===== config.mk =====
export PLATFORM = sky130hd
export DESIGN_NAME = free_list_ckpt
export DESIGN_NICKNAME = d
export VERILOG_FILES = /design/src/rtl/free_list_ckpt_pkg.sv /design/src/rtl/free_list_ckpt_lane_rank.sv /design/src/rtl/free_list_ckpt.sv
export SDC_FILE = /design/constraint.sdc
export NUM_CORES = 1
export LEC_CHECK = 0
export CAP_MARGIN = 30
export CORE_MARGIN = 5
export CORE_UTILIZATION = 30
export DETAILED_ROUTE_END_ITERATION = 12
export GPL_TIMING_DRIVEN = 0
export PLACE_DENSITY = 0.48
export SYNTH_ARGS = -nofsm -noshare
export SYNTH_HDL_FRONTEND = slang
export SYNTH_SLANG_ARGS = --single-unit

===== constraint.sdc =====
create_clock -name clk -period 6.1 [get_ports clk]
set_input_delay 0.915 -clock clk [delete_from_list [all_inputs] [get_ports clk]]
set_output_delay 0.915 -clock clk [all_outputs]
set_load 0.05 [all_outputs]

===== src/rtl/free_list_ckpt_pkg.sv =====
// Shared rename-stage constants and types for the physical-register free list.
package free_list_ckpt_pkg;
  localparam int PREG_WIDTH = 6;
  localparam int NUM_PREGS  = 64;
  localparam int NUM_AREGS  = 32;
  localparam int LANES      = 2;
  localparam int NUM_CKPT   = 4;
  localparam int DEPTH      = NUM_PREGS - NUM_AREGS;
  localparam int CKPT_W     = $clog2(NUM_CKPT);

  typedef logic [PREG_WIDTH-1:0] physicalIndexing;
  typedef logic [CKPT_W-1:0]     ckpt_id_t;
endpackage


===== src/rtl/free_list_ckpt_lane_rank.sv =====
// Prefix rank of every set lane in a mask (set lanes strictly below it) plus total popcount.
module lane_rank
  import free_list_ckpt_pkg::*;
#(
  parameter int N_LANES = LANES,
  parameter int RW      = $clog2(N_LANES + 1)
) (
  input  logic [N_LANES-1:0]         i_mask,
  output logic [N_LANES-1:0][RW-1:0] o_rank,
  output logic [RW-1:0]              o_count
);

  logic [RW-1:0] w_acc;

  // Running count of set lanes, sampled before each lane is added.
  always_comb begin
    w_acc = {RW{1'b0}};
    for (int k = 0; k < N_LANES; k++) begin
      o_rank[k] = w_acc;
      w_acc     = w_acc + RW'(i_mask[k]);
    end
    o_count = w_acc;
  end

endmodule


===== src/rtl/free_list_ckpt.sv =====
// Multi-lane physical-register free list with head-pointer checkpoints for one-cycle branch recovery.
module free_list_ckpt #(
  parameter int PREG_WIDTH = free_list_ckpt_pkg::PREG_WIDTH,
  parameter int NUM_PREGS  = free_list_ckpt_pkg::NUM_PREGS,
  parameter int NUM_AREGS  = free_list_ckpt_pkg::NUM_AREGS,
  parameter int LANES      = free_list_ckpt_pkg::LANES,
  parameter int NUM_CKPT   = free_list_ckpt_pkg::NUM_CKPT
) (
  input  logic                                 clk,
  input  logic                                 rst_n,
  input  logic [LANES-1:0]                     alloc_req,
  output logic                                 alloc_grant,
  output logic [LANES*PREG_WIDTH-1:0]          alloc_preg,
  input  logic [LANES-1:0]                     free_valid,
  input  logic [LANES*PREG_WIDTH-1:0]          free_preg,
  input  logic                                 ckpt_save,
  input  logic [$clog2(NUM_CKPT)-1:0]          ckpt_save_id,
  input  logic                                 restore,
  input  logic [$clog2(NUM_CKPT)-1:0]          restore_id,
  output logic [$clog2(NUM_PREGS-NUM_AREGS):0] free_count,
  output logic                                 empty,
  output logic                                 overflow_err
);

  localparam int DEP = NUM_PREGS - NUM_AREGS;
  localparam int AW  = $clog2(DEP);
  localparam int PW  = AW + 1;
  localparam int RW  = $clog2(LANES + 1);

  logic [PREG_WIDTH-1:0] r_mem  [DEP];
  logic [PW-1:0]         r_ckpt [NUM_CKPT];
  logic [PW-1:0]         r_head;
  logic [PW-1:0]         r_tail;
  logic                  r_overflow;

  logic [LANES-1:0][RW-1:0] w_arank;
  logic [LANES-1:0][RW-1:0] w_frank;
  logic [RW-1:0]            w_n_req;
  logic [RW-1:0]            w_n_free;
  logic [PW-1:0]            w_count;
  logic [PW-1:0]            w_n_granted;
  logic [PW-1:0]            w_head_post;
  logic [PW:0]              w_occ_next;
  logic                     w_grant;
  logic                     w_drop;

  lane_rank #(.N_LANES(LANES), .RW(RW)) u_alloc_rank (
    .i_mask  (alloc_req),
    .o_rank  (w_arank),
    .o_count (w_n_req)
  );

  lane_rank #(.N_LANES(LANES), .RW(RW)) u_free_rank (
    .i_mask  (free_valid),
    .o_rank  (w_frank),
    .o_count (w_n_free)
  );

  // Grant decision, post-alloc head, overflow check and per-lane preg lookup.
  always_comb begin
    w_count     = r_tail - r_head;
    w_grant     = rst_n && !restore && (PW'(w_n_req) <= w_count);
    w_n_granted = w_grant ? PW'(w_n_req) : {PW{1'b0}};
    w_head_post = r_head + w_n_granted;
    // Extra bit so an over-full result cannot alias back into range.
    w_occ_next  = {1'b0, w_count} - {1'b0, w_n_granted} + (PW+1)'(w_n_free);
    w_drop      = (w_occ_next > (PW+1)'(DEP));
    for (int k = 0; k < LANES; k++) begin
      alloc_preg[k*PREG_WIDTH +: PREG_WIDTH] = r_mem[AW'(r_head + PW'(w_arank[k]))];
    end
  end

  // Head pointer and checkpoint slots; a restore overrides both allocation and save.
  always_ff @(posedge clk or negedge rst_n) begin
    if (!rst_n) begin
      r_head <= {PW{1'b0}};
      for (int c = 0; c < NUM_CKPT; c++) begin
        r_ckpt[c] <= {PW{1'b0}};
      end
    end else begin
      if (restore) begin
        r_head <= r_ckpt[restore_id];
      end else begin
        r_head <= w_head_post;
        if (ckpt_save) begin
          r_ckpt[ckpt_save_id] <= w_head_post;
        end
      end
    end
  end

  // Tail pointer, entry storage and sticky overflow flag.
  always_ff @(posedge clk or negedge rst_n) begin
    if (!rst_n) begin
      r_tail     <= PW'(DEP);
      r_overflow <= 1'b0;
      for (int i = 0; i < DEP; i++) begin
        r_mem[i] <= PREG_WIDTH'(NUM_AREGS + i);
      end
    end else begin
      if (w_drop) begin
        r_overflow <= 1'b1;
      end else begin
        r_tail <= r_tail + PW'(w_n_free);
        for (int k = 0; k < LANES; k++) begin
          if (free_valid[k]) begin
            r_mem[AW'(r_tail + PW'(w_frank[k]))] <= free_preg[k*PREG_WIDTH +: PREG_WIDTH];
          end
        end
      end
    end
  end

  assign alloc_grant  = w_grant;
  assign free_count   = w_count;
  assign empty        = (w_count == {PW{1'b0}});
  assign overflow_err = r_overflow;

endmodule


# After elaboration in Yosys (flattened, before gate mapping)
# Index checks and enable logic that the tools add are counted.
# Widths: inputs -> output; s select.
[word_totals] ff_bits=229 input_bits=24 output_inout_bits=21 elab_cells=97
[op_classes] n_addsub=9 n_lt_le_gt_ge=11 n_mux=23 bitwise=7 reduce_logical=8
[op_table] operator="$mux 192" count=3
[op_table] operator="$bwmux 192" count=2
[op_table] operator="$bmux 6 s5" count=2
[op_table] operator="$demux 6 s5" count=2
[op_table] operator="$mux 6" count=10
[op_table] operator="$bwmux 24" count=1
[op_table] operator="$ge 6x6->1 const B" count=4
[op_table] operator="$not 5->6" count=4
[op_table] operator="$add 6x2->6" count=2
[op_table] operator="$bmux 6 s2" count=1
[op_table] operator="$demux 6 s2" count=1
[op_table] operator="$lt 6x1->1 const B" count=2
[op_table] operator="$add 5x1->5" count=2
[op_table] operator="$add 7x2->7" count=1
[op_table] operator="$gt 7x6->1 const B" count=1
[op_table] operator="$sub 6x2->7" count=1
[op_table] operator="$ge 3x3->1 const B" count=2
[op_table] operator="$le 2x6->1" count=1
[op_table] operator="$logic_not 6->1" count=1
[op_table] operator="$not 2->3" count=2
[op_table] operator="$sub 6x6->6" count=1
[op_table] operator="$logic_and 1x1->1" count=5
[op_table] operator="$add 1x1->2" count=2
[op_table] operator="$lt 3x1->1 const B" count=1
[op_table] operator="other kinds (4)" count=4

# Longest topological paths before layout
[logic_depth] ltp_word=10 ltp_mapped=29 mapped_depth_nobuf=23

# Cells and area by module
# From an unflattened synthesis, not the netlist that was laid out.
[unflattened] hier_cells=1484 area_unflattened_um2=16173.0
[modules_own_cells] module="free_list_ckpt" n_inst=1 cells_per_inst=1472 area_per_inst_um2=16080.4 seq_area_each_um2=5871.9
[modules_own_cells] module="lane_rank" n_inst=2 cells_per_inst=6 area_per_inst_um2=46.3 seq_area_each_um2=0.0

# Worst setup path before layout
# Ideal clock, no wire load.
[synth_timing] kind="flip-flop to flip-flop" start="reg r_head[1]" end="reg r_tail[3]" setup_ns=0.138 arrival_ns=6.751 required_time_ns=5.962 path_slack_ns=-0.789 path_stages_with_launch=22 n_path_buf=5 synth_period_minus_slack_ns=6.889 cell_sequence="dfrtp_1 clkbuf_1 clkbuf_1 clkbuf_1 inv_1 fa_1 inv_1 ha_1 nor2b_1 o21ai_0 and3_1 nand2_1 fa_1 fa_1 and3b_1 or3_1 a311o_1 nor3_4 buf_6 buf_4 nor4_1 xor2_1"
[synth_via] elab_chain_cells=7
[synth_lines] item="start, declared" line_no="free_list_ckpt.sv:32" rtl="logic [PW-1:0] r_head;"
[synth_lines] item="start signal, assigned" line_no="free_list_ckpt.sv:76" rtl="r_head <= {PW{1'b0}};"
[synth_lines] item="start signal, assigned" line_no="free_list_ckpt.sv:82" rtl="r_head <= r_ckpt[restore_id];"
[synth_lines] item="start signal, assigned" line_no="free_list_ckpt.sv:84" rtl="r_head <= w_head_post;"
[synth_lines] item="$sub 6x6->6" line_no="free_list_ckpt.sv:61" rtl="w_count = r_tail - r_head;"
[synth_lines] item="named net free_count[1]" line_no="free_list_ckpt.sv:20" rtl="output logic [$clog2(NUM_PREGS-NUM_AREGS):0] free_count,"
[synth_lines] item="$le 2x6->1" line_no="free_list_ckpt.sv:62" rtl="w_grant = rst_n && !restore && (PW'(w_n_req) <= w_count);"
[synth_lines] item="$logic_and 1x1->1" line_no="free_list_ckpt.sv:62"
[synth_lines] item="named net alloc_grant" line_no="free_list_ckpt.sv:12" rtl="output logic alloc_grant,"
[synth_lines] item="$mux 2" line_no="free_list_ckpt.sv:63" rtl="w_n_granted = w_grant ? PW'(w_n_req) : {PW{1'b0}};"
[synth_lines] item="$sub 6x2->7" line_no="free_list_ckpt.sv:66" rtl="w_occ_next = {1'b0, w_count} - {1'b0, w_n_granted} + (PW+1)'(w_n_free);"
[synth_lines] item="$add 7x2->7" line_no="free_list_ckpt.sv:66"
[synth_lines] item="$gt 7x6->1" line_no="free_list_ckpt.sv:67" rtl="w_drop = (w_occ_next > (PW+1)'(DEP));"
[synth_lines] item="end signal, assigned" line_no="free_list_ckpt.sv:95" rtl="r_tail <= PW'(DEP);"
[synth_lines] item="end signal, assigned" line_no="free_list_ckpt.sv:104" rtl="r_tail <= r_tail + PW'(w_n_free);"
[synth_lines] item="end, declared" line_no="free_list_ckpt.sv:33" rtl="logic [PW-1:0] r_tail;"
# The timed path passes the listed nets, and every way through them passes these cells.
# A chain may end at the register's enable or synchronous reset.

# Worst setup path after layout
[layout_timing] start="in alloc_req[0]" end="out alloc_preg[6]"
[layout_via] elab_chain_cells=5
[layout_lines] item="start, declared" line_no="free_list_ckpt.sv:11" rtl="input logic [LANES-1:0] alloc_req,"
[layout_lines] item="$add 5x1->5" line_no="free_list_ckpt.sv:69" rtl="alloc_preg[k*PREG_WIDTH +: PREG_WIDTH] = r_mem[AW'(r_head + PW'(w_arank[k]))];"
[layout_lines] item="$not 5->6 (not written as such)" line_no="free_list_ckpt.sv:69"
[layout_lines] item="$bmux 6 s5" line_no="free_list_ckpt.sv:69"
[layout_lines] item="$mux 6 (not written as such) (2 in series)" line_no="free_list_ckpt.sv:69"
[layout_lines] item="end, declared" line_no="free_list_ckpt.sv:13" rtl="output logic [LANES*PREG_WIDTH-1:0] alloc_preg,"
# No other way between the ends. The select of a mux whose other input is x is not followed.

==> reports/metrics.cfg <==
[layout]
final_util_pct=37.6
final_cells=2105
layout_common_cells=192 x o22ai_1, 181 x a2bb2oi_1, 126 x mux4_2
n_fill_cell=4889
fin_area_um2=18900
antennaDiodeCount=0
layout_commonest_cell=o22ai_1
final_layout_size_suffix_gt1_share_pct=33.0
syn_to_final_growth_pct=23.4
nets=1466

[sta]
slew_headroom_pct=23.7
hold_viol_final=0
worst-slew-pin-transition_ns=1.14
drv_slew=0
finClkSkew_ns=0.0222
min_period_over_period_pct=97.9
finalWorstPathRequiredPeriod_ns=5.97
max_clock_freq_mhz=167
timing.hold.ws_ns=0.168
setup_viol=0

[setup_path]
cp.arrival_ns=5.06
crit_required_ns=5.18
r2r_cells=26
worstPathMaxFanout=10
start_kind=input port
path_class=in2out
end_kind=primary output

[place]
dp.cells=2014
portBuffers=43
gp_congestion=0.954
dp_hpwl_mm=44.6
placed_cell_area_um2=16800

[drt]
wl_met1_mm=25.5
drt_iter0_markers=1220
totalWireLength_mm=61.4
highest_layer=met4
met3_length_mm=5.02
vias=13100
wl_per_cell_um=29.2
viasPerCell=6.22
firstDrtPassIters=5
wl_met2_mm=27.8
drcViolationCount=0
drtAntennaViolNets=0

[clocking]
cts_buffers=28
insertion_delay_ns=0.57
clk_pin_slew_ns=0.06
clkSinkCount=229
root_buffer=clkbuf_16
hold_buffers=0
clk_path_buf_depth=3
cts-htree-levels=1
cts_tree=done

[synthesis]
ys_warn_count=0
netlist.area_leader.share_pct=19.4
netlist_area_um2=15300
yosys_most_used_dff=dfrtp_1
seq_area_frac_synth_pct=38.4
postSynthCellCount=1286
synth-seq-cells=229
synth_area_leader_cell=dfstp_2
avgSynthCellArea_um2=11.9
async_reset_ff_share_pct=100
ys_types=65
synth.top_cells.by_area=dfstp_2 19%, dfrtp_1 19%, mux4_2 19%
synth_edf_count=0
synth.net_count=1341

[job]
cap_viol_max_count=0

[floorplanning]
rows=82
dieArea_um2=55600
start_util_pct=30.4
design.core.area_um2=50300
die_height_um=236
io_pins=45
die_x_um=236

[global_route]
grt_max_degree=117
antenna_found_initial=0
overflow=0
grt_pass1_wl_mm=90.0
grt_pass1_vias=13100
track_usage_pct=21.2

[worst_hold_path]
hold_path_class=in2async

[outcome]
run_status=finished clean

[state kept, by name (all words and copies together) (netlist names)]
register,cells
overflow_err,1
r_ckpt,24
r_head,6
r_mem,192
r_tail,6
[timing repair]
action,in CTS,in global routing
gates cloned,1,8
buffers inserted,23,10
resized for setup,89,44
endpoints found under the setup margin,205,198
pin swaps,20,13
hold endpoints to repair,0,0
[cells in the mapped netlist, drive strengths merged (2+ instances only)]
master	count
a2bb2oi	192
o22ai	192
mux4	126
dfrtp	116
dfstp	113
nand2	87
clkbuf	73
nor2	41
buf	39
inv	37
o21ai	29
ha	26
a2111oi	24
a21oi	16
nand3	16
nand2b	14
or2	13
nor3	11
mux2	10
nor4	9
a32oi	8
xor2	8
or3	7
xnor2	7
a21o	6
and3b	5
fa	5
nor2b	5
and2	4
mux2i	4
nand3b	4
o211ai	4
o32a	4
a31oi	3
nand4	3
o21a	3
a21boi	2
and3	2
nor3b	2
nor4b	2
or3b	2
[through the flow]
step                       TNS, ns  worst slack (ns)
after global placement    -3004.80             -8.93
after detailed placement   -257.45             -1.42
final                            0             0.126
after CTS                        0           0.00172
after global routing        -0.107           -0.0162
after floorplan                  0            0.0179
[metal layers]
layer / vias to the layer above / global-route usage (%)
met5: - / 0
li1: 5529 / -
met1: 6695 / 28.9
met2: 706 / 33.2
met3: 155 / 4.19
met4: 0 / 8.60
[cell families after synthesis]
kind of cell	Yosys count	share of synthesized area (%)
adders and majority gates	31	2.78
DFF	229	38.4
AOI/OAI and AO/OA	493	26.0
and+or+nand+nor	229	8.13
xor gates and xnor gates	15	0.858
buffers and inverters	149	4.34
muxes	140	19.5
[worst max-delay path, stage by stage]
cell	delay, ns
clkdlybuf4s50_1	0.55
ha_1	0.38
clkdlybuf4s15_2	0.51
buf_2	0.35
buf_8	0.18
mux4_2	0.57
mux4_2	0.54
mux2_2	0.33
clkdlybuf4s50_1	0.72
[path summary, 6_finish.rpt]
path / startpoint / end / slack (ns)
setup / recovery: alloc_req[0] / alloc_preg[6] / 0.13
hold / removal: rst_n / r_head[2] / 0.17
setup reg to reg: r_head[1] / r_mem[171] / 0.26
hold reg to reg: overflow_err / overflow_err / 0.47
max in group asynchronous: rst_n / r_mem[135] / 4.58
min in group clk: overflow_err / overflow_err / 0.47
[cell type report]
type	instances	area, um2	share of cell area (%)
clock inverter	13	119	0.630
multi-input combinational	908	9060	48.0
buffer	107	816	4.32
tap	672	841	4.45
inverter	37	145	0.769
timing repair buffer	100	1210	6.44
clock buffer	39	803	4.25
sequential	229	5880	31.1
Power is left out: the tool's default activity adds up to more than one toggle a clock period on the data nets, which glitch-free logic cannot reach.
